`config.mk`:
```
export PLATFORM = sky130hd
export DESIGN_NAME = riscv_if
export DESIGN_NICKNAME = d
export VERILOG_FILES = /design/src/rtl/riscv_if.sv
export SDC_FILE = /design/constraint.sdc
export NUM_CORES = 1
export LEC_CHECK = 0
export BUFFER_PORTS_ARGS = -buffer_cell sky130_fd_sc_hd__buf_2
export CORE_AREA = 2 2 180 182
export CTS_BUF_LIST = sky130_fd_sc_hd__clkbuf_8
export DETAILED_ROUTE_END_ITERATION = 12
export DIE_AREA = 0 0 182 184
export PLACE_DENSITY = 0.75
export SYNTH_ARGS = -nofsm -noshare
export SYNTH_HDL_FRONTEND = slang
export SYNTH_SLANG_ARGS = --single-unit
```
`constraint.sdc`:
```
create_clock -name clk_i -period 2.65 [get_ports clk_i]
set_input_delay 0.795 -clock clk_i [delete_from_list [all_inputs] [get_ports clk_i]]
set_output_delay 0.795 -clock clk_i [all_outputs]
set_load 0.005 [all_outputs]
```
`src/rtl/riscv_if.sv`:
```
`default_nettype none
// ============================================================================
// Module      : riscv_if
// Description : Instruction-fetch stage. Issues word fetches over a
//               valid/ready request channel, buffers in-order responses in
//               a small FIFO and drives the IF/ID pipeline register. Handles
//               decode stalls and branch redirects, discarding stale words.
// Revision    : 1.0 - initial release
// ============================================================================
module riscv_if #(
    parameter int unsigned     XLEN       = 32,
    parameter logic [XLEN-1:0] RESET_PC   = 32'h0000_0000,
    parameter int unsigned     FIFO_DEPTH = 4,
    parameter logic [XLEN-1:0] NOP_INSTR  = 32'h0000_0013
) (
    input  logic            clk_i,
    input  logic            rst_ni,
    output logic            imem_req_valid_o,
    input  logic            imem_req_ready_i,
    output logic [XLEN-1:0] imem_req_addr_o,
    input  logic            imem_rsp_valid_i,
    input  logic [XLEN-1:0] imem_rsp_data_i,
    input  logic            redirect_i,
    input  logic [XLEN-1:0] redirect_pc_i,
    input  logic            stall_i,
    output logic [XLEN-1:0] PC_ID_o,
    output logic [XLEN-1:0] instr_ID_o,
    output logic            instr_valid_o
);

    localparam int unsigned    PTR_W        = (FIFO_DEPTH > 1) ? $clog2(FIFO_DEPTH) : 1;
    localparam int unsigned    CNT_W        = PTR_W + 1;
    localparam logic [CNT_W:0] CREDIT_LIMIT = (CNT_W + 1)'(FIFO_DEPTH);

    logic [XLEN-1:0]  fetch_pc_q, fetch_pc_d;
    logic [XLEN-1:0]  resp_pc_q, resp_pc_d;
    logic [CNT_W-1:0] outstanding_q, outstanding_d;
    logic [CNT_W-1:0] drop_q, drop_d;
    logic [CNT_W-1:0] count_q, count_d;
    logic [PTR_W-1:0] wr_ptr_q, wr_ptr_d;
    logic [PTR_W-1:0] rd_ptr_q, rd_ptr_d;
    logic [XLEN-1:0]  fifo_pc_q    [FIFO_DEPTH];
    logic [XLEN-1:0]  fifo_pc_d    [FIFO_DEPTH];
    logic [XLEN-1:0]  fifo_instr_q [FIFO_DEPTH];
    logic [XLEN-1:0]  fifo_instr_d [FIFO_DEPTH];
    logic [XLEN-1:0]  pc_id_q, pc_id_d;
    logic [XLEN-1:0]  instr_id_q, instr_id_d;
    logic             instr_valid_q, instr_valid_d;

    logic [CNT_W:0]   credit_used;
    logic [XLEN-1:0]  redirect_target;
    logic             req_valid;
    logic             accept;
    logic             rsp;
    logic             push;
    logic             pop;

    // Outstanding requests plus buffered words may never exceed the FIFO size,
    // which guarantees every returning word has a slot.
    assign credit_used     = {1'b0, outstanding_q} + {1'b0, count_q};
    assign req_valid       = !redirect_i && (credit_used < CREDIT_LIMIT);
    assign accept          = req_valid && imem_req_ready_i;
    assign rsp             = imem_rsp_valid_i && (outstanding_q != '0);
    assign push            = rsp && (drop_q == '0) && !redirect_i;
    assign pop             = !redirect_i && !stall_i && (count_q != '0);
    assign redirect_target = redirect_pc_i & ~XLEN'(3);

    // Next-state: fetch PC, credit/drop counters, FIFO and IF/ID register.
    always_comb begin
        fetch_pc_d    = fetch_pc_q;
        resp_pc_d     = resp_pc_q;
        outstanding_d = outstanding_q;
        drop_d        = drop_q;
        count_d       = count_q;
        wr_ptr_d      = wr_ptr_q;
        rd_ptr_d      = rd_ptr_q;
        fifo_pc_d     = fifo_pc_q;
        fifo_instr_d  = fifo_instr_q;
        pc_id_d       = pc_id_q;
        instr_id_d    = instr_id_q;
        instr_valid_d = instr_valid_q;

        if (accept) begin
            fetch_pc_d = fetch_pc_q + XLEN'(4);
        end

        case ({accept, rsp})
            2'b10:   outstanding_d = outstanding_q + CNT_W'(1);
            2'b01:   outstanding_d = outstanding_q - CNT_W'(1);
            default: outstanding_d = outstanding_q;
        endcase

        if (redirect_i) begin
            // Every request still in flight after this edge returns a stale word.
            fetch_pc_d    = redirect_target;
            resp_pc_d     = redirect_target;
            drop_d        = outstanding_d;
            count_d       = '0;
            wr_ptr_d      = '0;
            rd_ptr_d      = '0;
            instr_id_d    = NOP_INSTR;
            instr_valid_d = 1'b0;
        end else begin
            if (rsp && (drop_q != '0)) begin
                drop_d = drop_q - CNT_W'(1);
            end
            if (push) begin
                fifo_pc_d[wr_ptr_q]    = resp_pc_q;
                fifo_instr_d[wr_ptr_q] = imem_rsp_data_i;
                wr_ptr_d               = wr_ptr_q + PTR_W'(1);
                resp_pc_d              = resp_pc_q + XLEN'(4);
            end
            if (!stall_i) begin
                if (pop) begin
                    pc_id_d       = fifo_pc_q[rd_ptr_q];
                    instr_id_d    = fifo_instr_q[rd_ptr_q];
                    instr_valid_d = 1'b1;
                    rd_ptr_d      = rd_ptr_q + PTR_W'(1);
                end else begin
                    instr_id_d    = NOP_INSTR;
                    instr_valid_d = 1'b0;
                end
            end
            case ({push, pop})
                2'b10:   count_d = count_q + CNT_W'(1);
                2'b01:   count_d = count_q - CNT_W'(1);
                default: count_d = count_q;
            endcase
        end
    end

    // State registers with asynchronous active-low reset.
    always_ff @(posedge clk_i or negedge rst_ni) begin
        if (!rst_ni) begin
            fetch_pc_q    <= RESET_PC;
            resp_pc_q     <= RESET_PC;
            outstanding_q <= '0;
            drop_q        <= '0;
            count_q       <= '0;
            wr_ptr_q      <= '0;
            rd_ptr_q      <= '0;
            fifo_pc_q     <= '{default: '0};
            fifo_instr_q  <= '{default: '0};
            pc_id_q       <= '0;
            instr_id_q    <= NOP_INSTR;
            instr_valid_q <= 1'b0;
        end else begin
            fetch_pc_q    <= fetch_pc_d;
            resp_pc_q     <= resp_pc_d;
            outstanding_q <= outstanding_d;
            drop_q        <= drop_d;
            count_q       <= count_d;
            wr_ptr_q      <= wr_ptr_d;
            rd_ptr_q      <= rd_ptr_d;
            fifo_pc_q     <= fifo_pc_d;
            fifo_instr_q  <= fifo_instr_d;
            pc_id_q       <= pc_id_d;
            instr_id_q    <= instr_id_d;
            instr_valid_q <= instr_valid_d;
        end
    end

    assign imem_req_valid_o = req_valid;
    assign imem_req_addr_o  = fetch_pc_q;
    assign PC_ID_o          = pc_id_q;
    assign instr_ID_o       = instr_id_q;
    assign instr_valid_o    = instr_valid_q;

    // Memory must not answer requests that were never accepted.
    a_rsp_has_request: assert property (@(posedge clk_i) disable iff (!rst_ni)
        imem_rsp_valid_i |-> (outstanding_q != '0));

    // The credit limit must keep the buffer from overflowing.
    a_no_overflow: assert property (@(posedge clk_i) disable iff (!rst_ni)
        push |-> (count_q != CNT_W'(FIFO_DEPTH)));

endmodule
`default_nettype wire

```
; ---- Word-level counts from Yosys, hierarchy flattened
; Cells that the tools add are included.
[classes]
n_reduce_logical = 23
mux = 30
bitwise_logic = 4
n_addsub = 10
eq_ne = 5
magnitude_cmp = 4
[op_table]
columns = op, n
row1 = two-way mux 32 bit, 12
row2 = bitwise mux 128 bit, 2
row3 = binary-select mux 32 bit (select 2 bit), 2
row4 = "adder 32 x 3 -> 32 bit, second input constant", 2
row5 = demux 32 bit (select 2 bit), 1
row6 = one-hot mux 3 bit (2 select lines), 2
row7 = nonzero test 3 bit, 4
row8 = two-way mux 2 bit, 5
row9 = logical AND 1 bit, 9
row10 = two-way mux 3 bit, 3
row11 = "subtractor 3 x 1 -> 3 bit, second input constant", 3
row12 = nonzero test 2 bit, 4
row13 = "adder 3 x 1 -> 3 bit, second input constant", 2
row14 = "greater-or-equal comparator 3 bit, second input constant", 2
row15 = inverter 2 -> 3 bit, 2
row16 = "adder 2 x 1 -> 2 bit, second input constant", 2
row17 = adder 3 x 3 -> 4 bit, 1
row18 = "== test 2 x 1 -> 1 bit, second input constant", 2
row19 = "== test 2 bit, second input constant", 2
row20 = "< comparator 4 x 3 -> 1 bit, second input constant", 1
row21 = AND reduction 2 bit, 2
row22 = logical NOT 3 bit, 1
row23 = "< comparator 3 x 1 -> 1 bit, second input constant", 1
row24 = two-way mux 1 bit, 3
row25 = 4 further kinds, 6
[totals]
register_bits = 398
elab_cells = 94
out_inout_bits = 98

; ---- Logic depth before layout (Yosys ltp)
[depth]
depth_word = 7
mapped_depth = 13

; ---- Least setup slack after synthesis
; OpenSTA, ideal clock, no wires.
[synth_path]
kind = input port to flip-flop
from = input port redirect_i
to = register drop_q[2]
arrival_ns = 2.712
setup_ns = 0.136
setup_slack_ns = -0.198
t_required_ns = 2.514
cell_stages = 13
path_buffers = 3
cell_sequence = inv_1 clkbuf_1 clkbuf_1 buf_1 nand2_1 ha_1 inv_1 fa_1 xor2_1 nor2_1 xor2_1 nand2_1 o21ai_0
[synth_via]
elab_chain_cells = 6
elab_cells_between_ends = 8
classes_between = eq/ne: 2 / mux: 2 / reduce/logical: 4
[synth_lines]
columns = element, line
row1 = "start, declared", 23  ; input logic redirect_i,
row2 = logical NOT 1 bit *, 61  ; assign req_valid = !redirect_i && (credit_used < CREDIT_LIMIT);
row3 = logical AND 1 bit *, 61
row4 = logical AND 1 bit *, 62  ; assign accept = req_valid && imem_req_ready_i;
row5 = == test 2 x 1 -> 1 bit or == test 2 bit (tied branches), 87  ; case ({accept, rsp})
row6 = one-hot mux 3 bit (2 select lines) *, 87
row7 = net outstanding_d[2], 37  ; logic [CNT_W-1:0] outstanding_q, outstanding_d;
row8 = two-way mux 3 bit *, 93  ; if (redirect_i) begin
row9 = "end signal, assigned", 151  ; drop_q <= drop_d;
row10 = "end, declared", 38  ; logic [CNT_W-1:0] drop_q, drop_d;
; The timed path passes the listed nets; every way through them passes the cells marked *.
; A chain may end at the register's enable or synchronous reset.

; ---- Final worst setup path
[layout_path]
from = register outstanding_q[2]
to = output port imem_req_valid_o
[layout_via]
elab_chain_cells = 3
[layout_lines]
columns = element, line
row1 = "start, declared", 37
row2 = "start signal, assigned", 150  ; outstanding_q <= outstanding_d;
row3 = adder 3 x 3 -> 4 bit, 60  ; assign credit_used = {1'b0, outstanding_q} + {1'b0, count_q};
row4 = < comparator 4 x 3 -> 1 bit, 61
row5 = logical AND 1 bit, 61
row6 = "end, declared", 18  ; output logic imem_req_valid_o,
; Every way passes these cells.

==> summary.txt <==
Place
  • Post-detail-place hpwl: 23700 microns
  • Input/output buffers: 161
  • RePlAce Congestion: 0.840
  • Pre-CTS setup slack: 0.0991 ns
  • Cell Area, Placed: 18700 sq um

Final layout
  • # fillers: around 2400
  • Number of diodes: 0
  • Most common cell after layout, fill and taps aside: dfrtp_1
  • Fraction of layout cells with a size suffix above 1: between 40% and 50%
  • Design area: 20100 sq um
  • Layout Nets: between 1000 and 1500
  • Area Overhead vs Synth: 16.9%
  • Most frequent cells in the layout: dfrtp_1, mux2_2, buf_2

Power
  • Switch Pwr: 5150 uW
  • Power, Total: 18000 uW
  • Pint: 12900 uW
  • Sw frac: 28.6%
  • Pleak: 0.00959 uW
  • Peak supply drop: a little over 0.0005 V
  • Clock share of power: between 30% and 40%
  • Comb pwr share: about a quarter
  • Power Density: 898 nW/um^2
  • Sequential Power Share: 45.5%

GRT
  • Global route overflow: 0
  • Global-route usage over all layers: 22.5%
  • Vias in the first global route: 11300
  • First-pass GRT wire length: 59800 microns
  • Largest net degree at the start of global routing: 86
  • Initial antenna violation count: 1

Synthesis
  • Syn. warnings: 0
  • Cell area after synthesis: 17200 sq um
  • Post-synthesis compound-gate area fraction: 3.01%
  • Distinct cells, synth: 53
  • Mux cell area share after synthesis: around 27%
  • Mapped Cells: 1221
  • Number of synthesized flops with an enable pin: 0
  • Seq/Total Area, Yosys: 55.9%
  • Avg Cell Area, Syn: about 14 sq um
  • Area share of and/or/nand/nor cells after synthesis: 7.32%
  • Post-Synth XOR/XNOR Area: 3.41%
  • Top_reg_cell synth: dfrtp_1
  • Asr flop ratio synth: 100%
  • Seq cells post-synth: 384
  • Post-Synth Adder-Cell Area: 1.03%
  • Largest family of logic cells by synthesized area: multiplexers

Clocking
  • Worst skew pair latency: 0.57 ns
  • TritonCTS clock tree: built
  • Post-CTS Setup Inserts: 0
  • Total CTS buffers: 66
  • CTS Buffer Depth: 3
  • Root buffer cell: clkbuf_8
  • Clock sink count: 384
  • H-tree Lvls: 3
  • Clock-pin slew on the worst setup and hold paths: 0.06 ns

STA
  • Min setup slack post-route: 0.0908 ns
  • F_max: 391 MHz
  • Slew @ Worst Pin: 0.697 ns
  • Final Cycle Share: 96.6%
  • Final hold violation count: 0
  • Setup_tns: 0 ns
  • RSZ-0062 raised after global routing: false
  • Layout Skew: 0.0261 ns
  • Endpoints failing setup: 0
  • Tmin final: 2.56 ns
  • Pins over their slew limit: 0
  • Rel. slew slack: 53.5%

Worst setup path
  • Critical Path End: imem_req_valid_o
  • Reg2Reg Depth: 10
  • Crit path kind: flop to output pin
  • Setup crit end kind: output pin
  • Crit path launch: outstanding_q[2]
  • Worst R2R End: drop_q[1]
  • Worst reg2reg path startpoint: outstanding_q[2]
  • Worst Path Arrival: 1.76 ns
  • CP Max Fanout: 3
  • Reg2Reg Setup Slack: approximately 0.22 ns
  • WP data required: 1.86 ns
  • Startpoint types: flop

Floorplan
  • Die W: ~180 microns
  • # rows: 65
  • Die height: 184 microns
  • Area of the die: 33500 sq um
  • Top Ports: 168
  • Total core area: around 31000 sq um
  • Starting Density: between 50% and 60%

Run status
  • Status: complete, no violations

Flow run
  • # Max-Cap Violations: 0

Min path
  • Hold crit path type: input pin to asynchronous set/reset pin

Drt
  • TritonRoute pass-1 iters: 4
  • Post-route ant nets: 0
  • WL/cell: 19.6 microns
  • DRC Markers: 0
  • Initial DRC count: ~560
  • DR vias: 10600
  • Vias per inst: approximately 5.7
  • Drt total wl: 36500 microns
-- power by group through the flow --
stage	clock network, uW	registers, uW	logic (uW)
finish	5430	8210	4390
global route	5890	8390	4830
CTS	5590	8200	4460
detailed placement	0	8290	4440
global placement	0	8210	4310
floorplan	0	7960	3200
-- final cells by class --
cell class	instances	area, sq um	share of cell area, %
Clock buffer	84	1160	5.76
Clock inverter	32	219	1.09
Inverter	12	45.0	0.224
Multi-Input combinational cell	749	7180	35.8
Sequential cell	384	9620	47.9
Tap cell	402	503	2.50
Timing Repair Buffer	203	1360	6.75
-- worst min-delay path by stage --
stage | to | cells after the start
floorplan | fifo_instr_q[63] | 1
global placement | PC_ID_o[19] | 2
detailed placement | PC_ID_o[30] | 2
CTS | fifo_pc_q[70] | 1
global route | fifo_pc_q[70] | 1
finish | fifo_pc_q[42] | 1
-- what timing repair did --
item | CTS | global route
endpoints found under the hold margin | 0 | 0
hold buffers | 0 | 0
endpoints found under the setup margin | 0 | 1
resized for setup | 0 | 2
-- cells by family after synthesis --
kind of cell	count (synthesis)
AOI/OAI and AO/OA	69
xor gates and xnor gates	67
adders and majority gates	13
buffers and inverters	91
DFF	384
muxes	348
other	1
and+or+nand+nor	248
-- routing by layer --
metal / global-route usage [%] / routed length, microns / vias to the layer above
li1: - / - / 4781
met1: 31.4 / 16700 / 5518
met2: 36.2 / 17500 / 257
met3: 4.32 / 1740 / 54
met4: 7.06 / 620 / 2
met5: 0 / 13 / -
-- cells in the mapped netlist (2+ instances only) --
library cell | n | area share, %
dfrtp_1 | 381 | 55
mux2_2 | 251 | 16
nand2_1 | 123 | 2.7
mux4_2 | 62 | 8.1
buf_2 | 40 | 1.2
xnor2_1 | 40 | 2.0
mux2_1 | 32 | 2.1
a22o_1 | 29 | 1.5
clkbuf_1 | 29 | 0.63
xor2_1 | 27 | 1.4
nand3_1 | 24 | 0.70
nor2_1 | 20 | 0.44
and3_1 | 19 | 0.69
a21oi_1 | 18 | 0.52
inv_1 | 12 | 0.26
ha_1 | 11 | 0.80
nand4_1 | 11 | 0.40
and4_1 | 8 | 0.41
and2_1 | 6 | 0.22
nor3_1 | 6 | 0.17
nand2b_1 | 5 | 0.18
nor4_2 | 5 | 0.36
o21ai_0 | 5 | 0.15
a21boi_0 | 4 | 0.17
a21boi_1 | 4 | 0.17
buf_1 | 4 | 0.087
buf_4 | 4 | 0.17
nor4_1 | 4 | 0.15
dfstp_2 | 3 | 0.46
mux2i_1 | 3 | 0.17
nor3_2 | 3 | 0.17
o22a_1 | 3 | 0.15
a31oi_1 | 2 | 0.073
fa_1 | 2 | 0.23
nand4b_1 | 2 | 0.10
nor2b_1 | 2 | 0.073
-- sequential cells by signal, indices dropped and copies added, names as in the netlist --
signal / flops
PC_ID_o: 30
count_q: 3
drop_q: 3
fifo_instr_q: 128
fifo_pc_q: 120
imem_req_addr_o: 30
instr_ID_o: 32
instr_valid_o: 1
outstanding_q: 3
rd_ptr_q: 2
resp_pc_q: 30
wr_ptr_q: 2
-- critical path, stage by stage, from the launching register on --
cell and delay (ns):
dfrtp_1 0.44, ha_1 0.33, nor3_1 0.12, and3_1 0.18
buf_2 0.13
-- metrics by stage --
stage / std cells / util [%] / hold WS [ns]
2_1_floorplan: 1224 / - / 0.452
3_3_place_gp: 1750 / 59.6 / 0.454
3_5_place_dp: 1750 / 59.6 / 0.457
4_1_cts: 1866 / 64.0 / 0.0936
5_1_grt: 1866 / 64.0 / 0.103
6_report: 1866 / 64.0 / 0.120
Power figures use the tool's default switching activity.
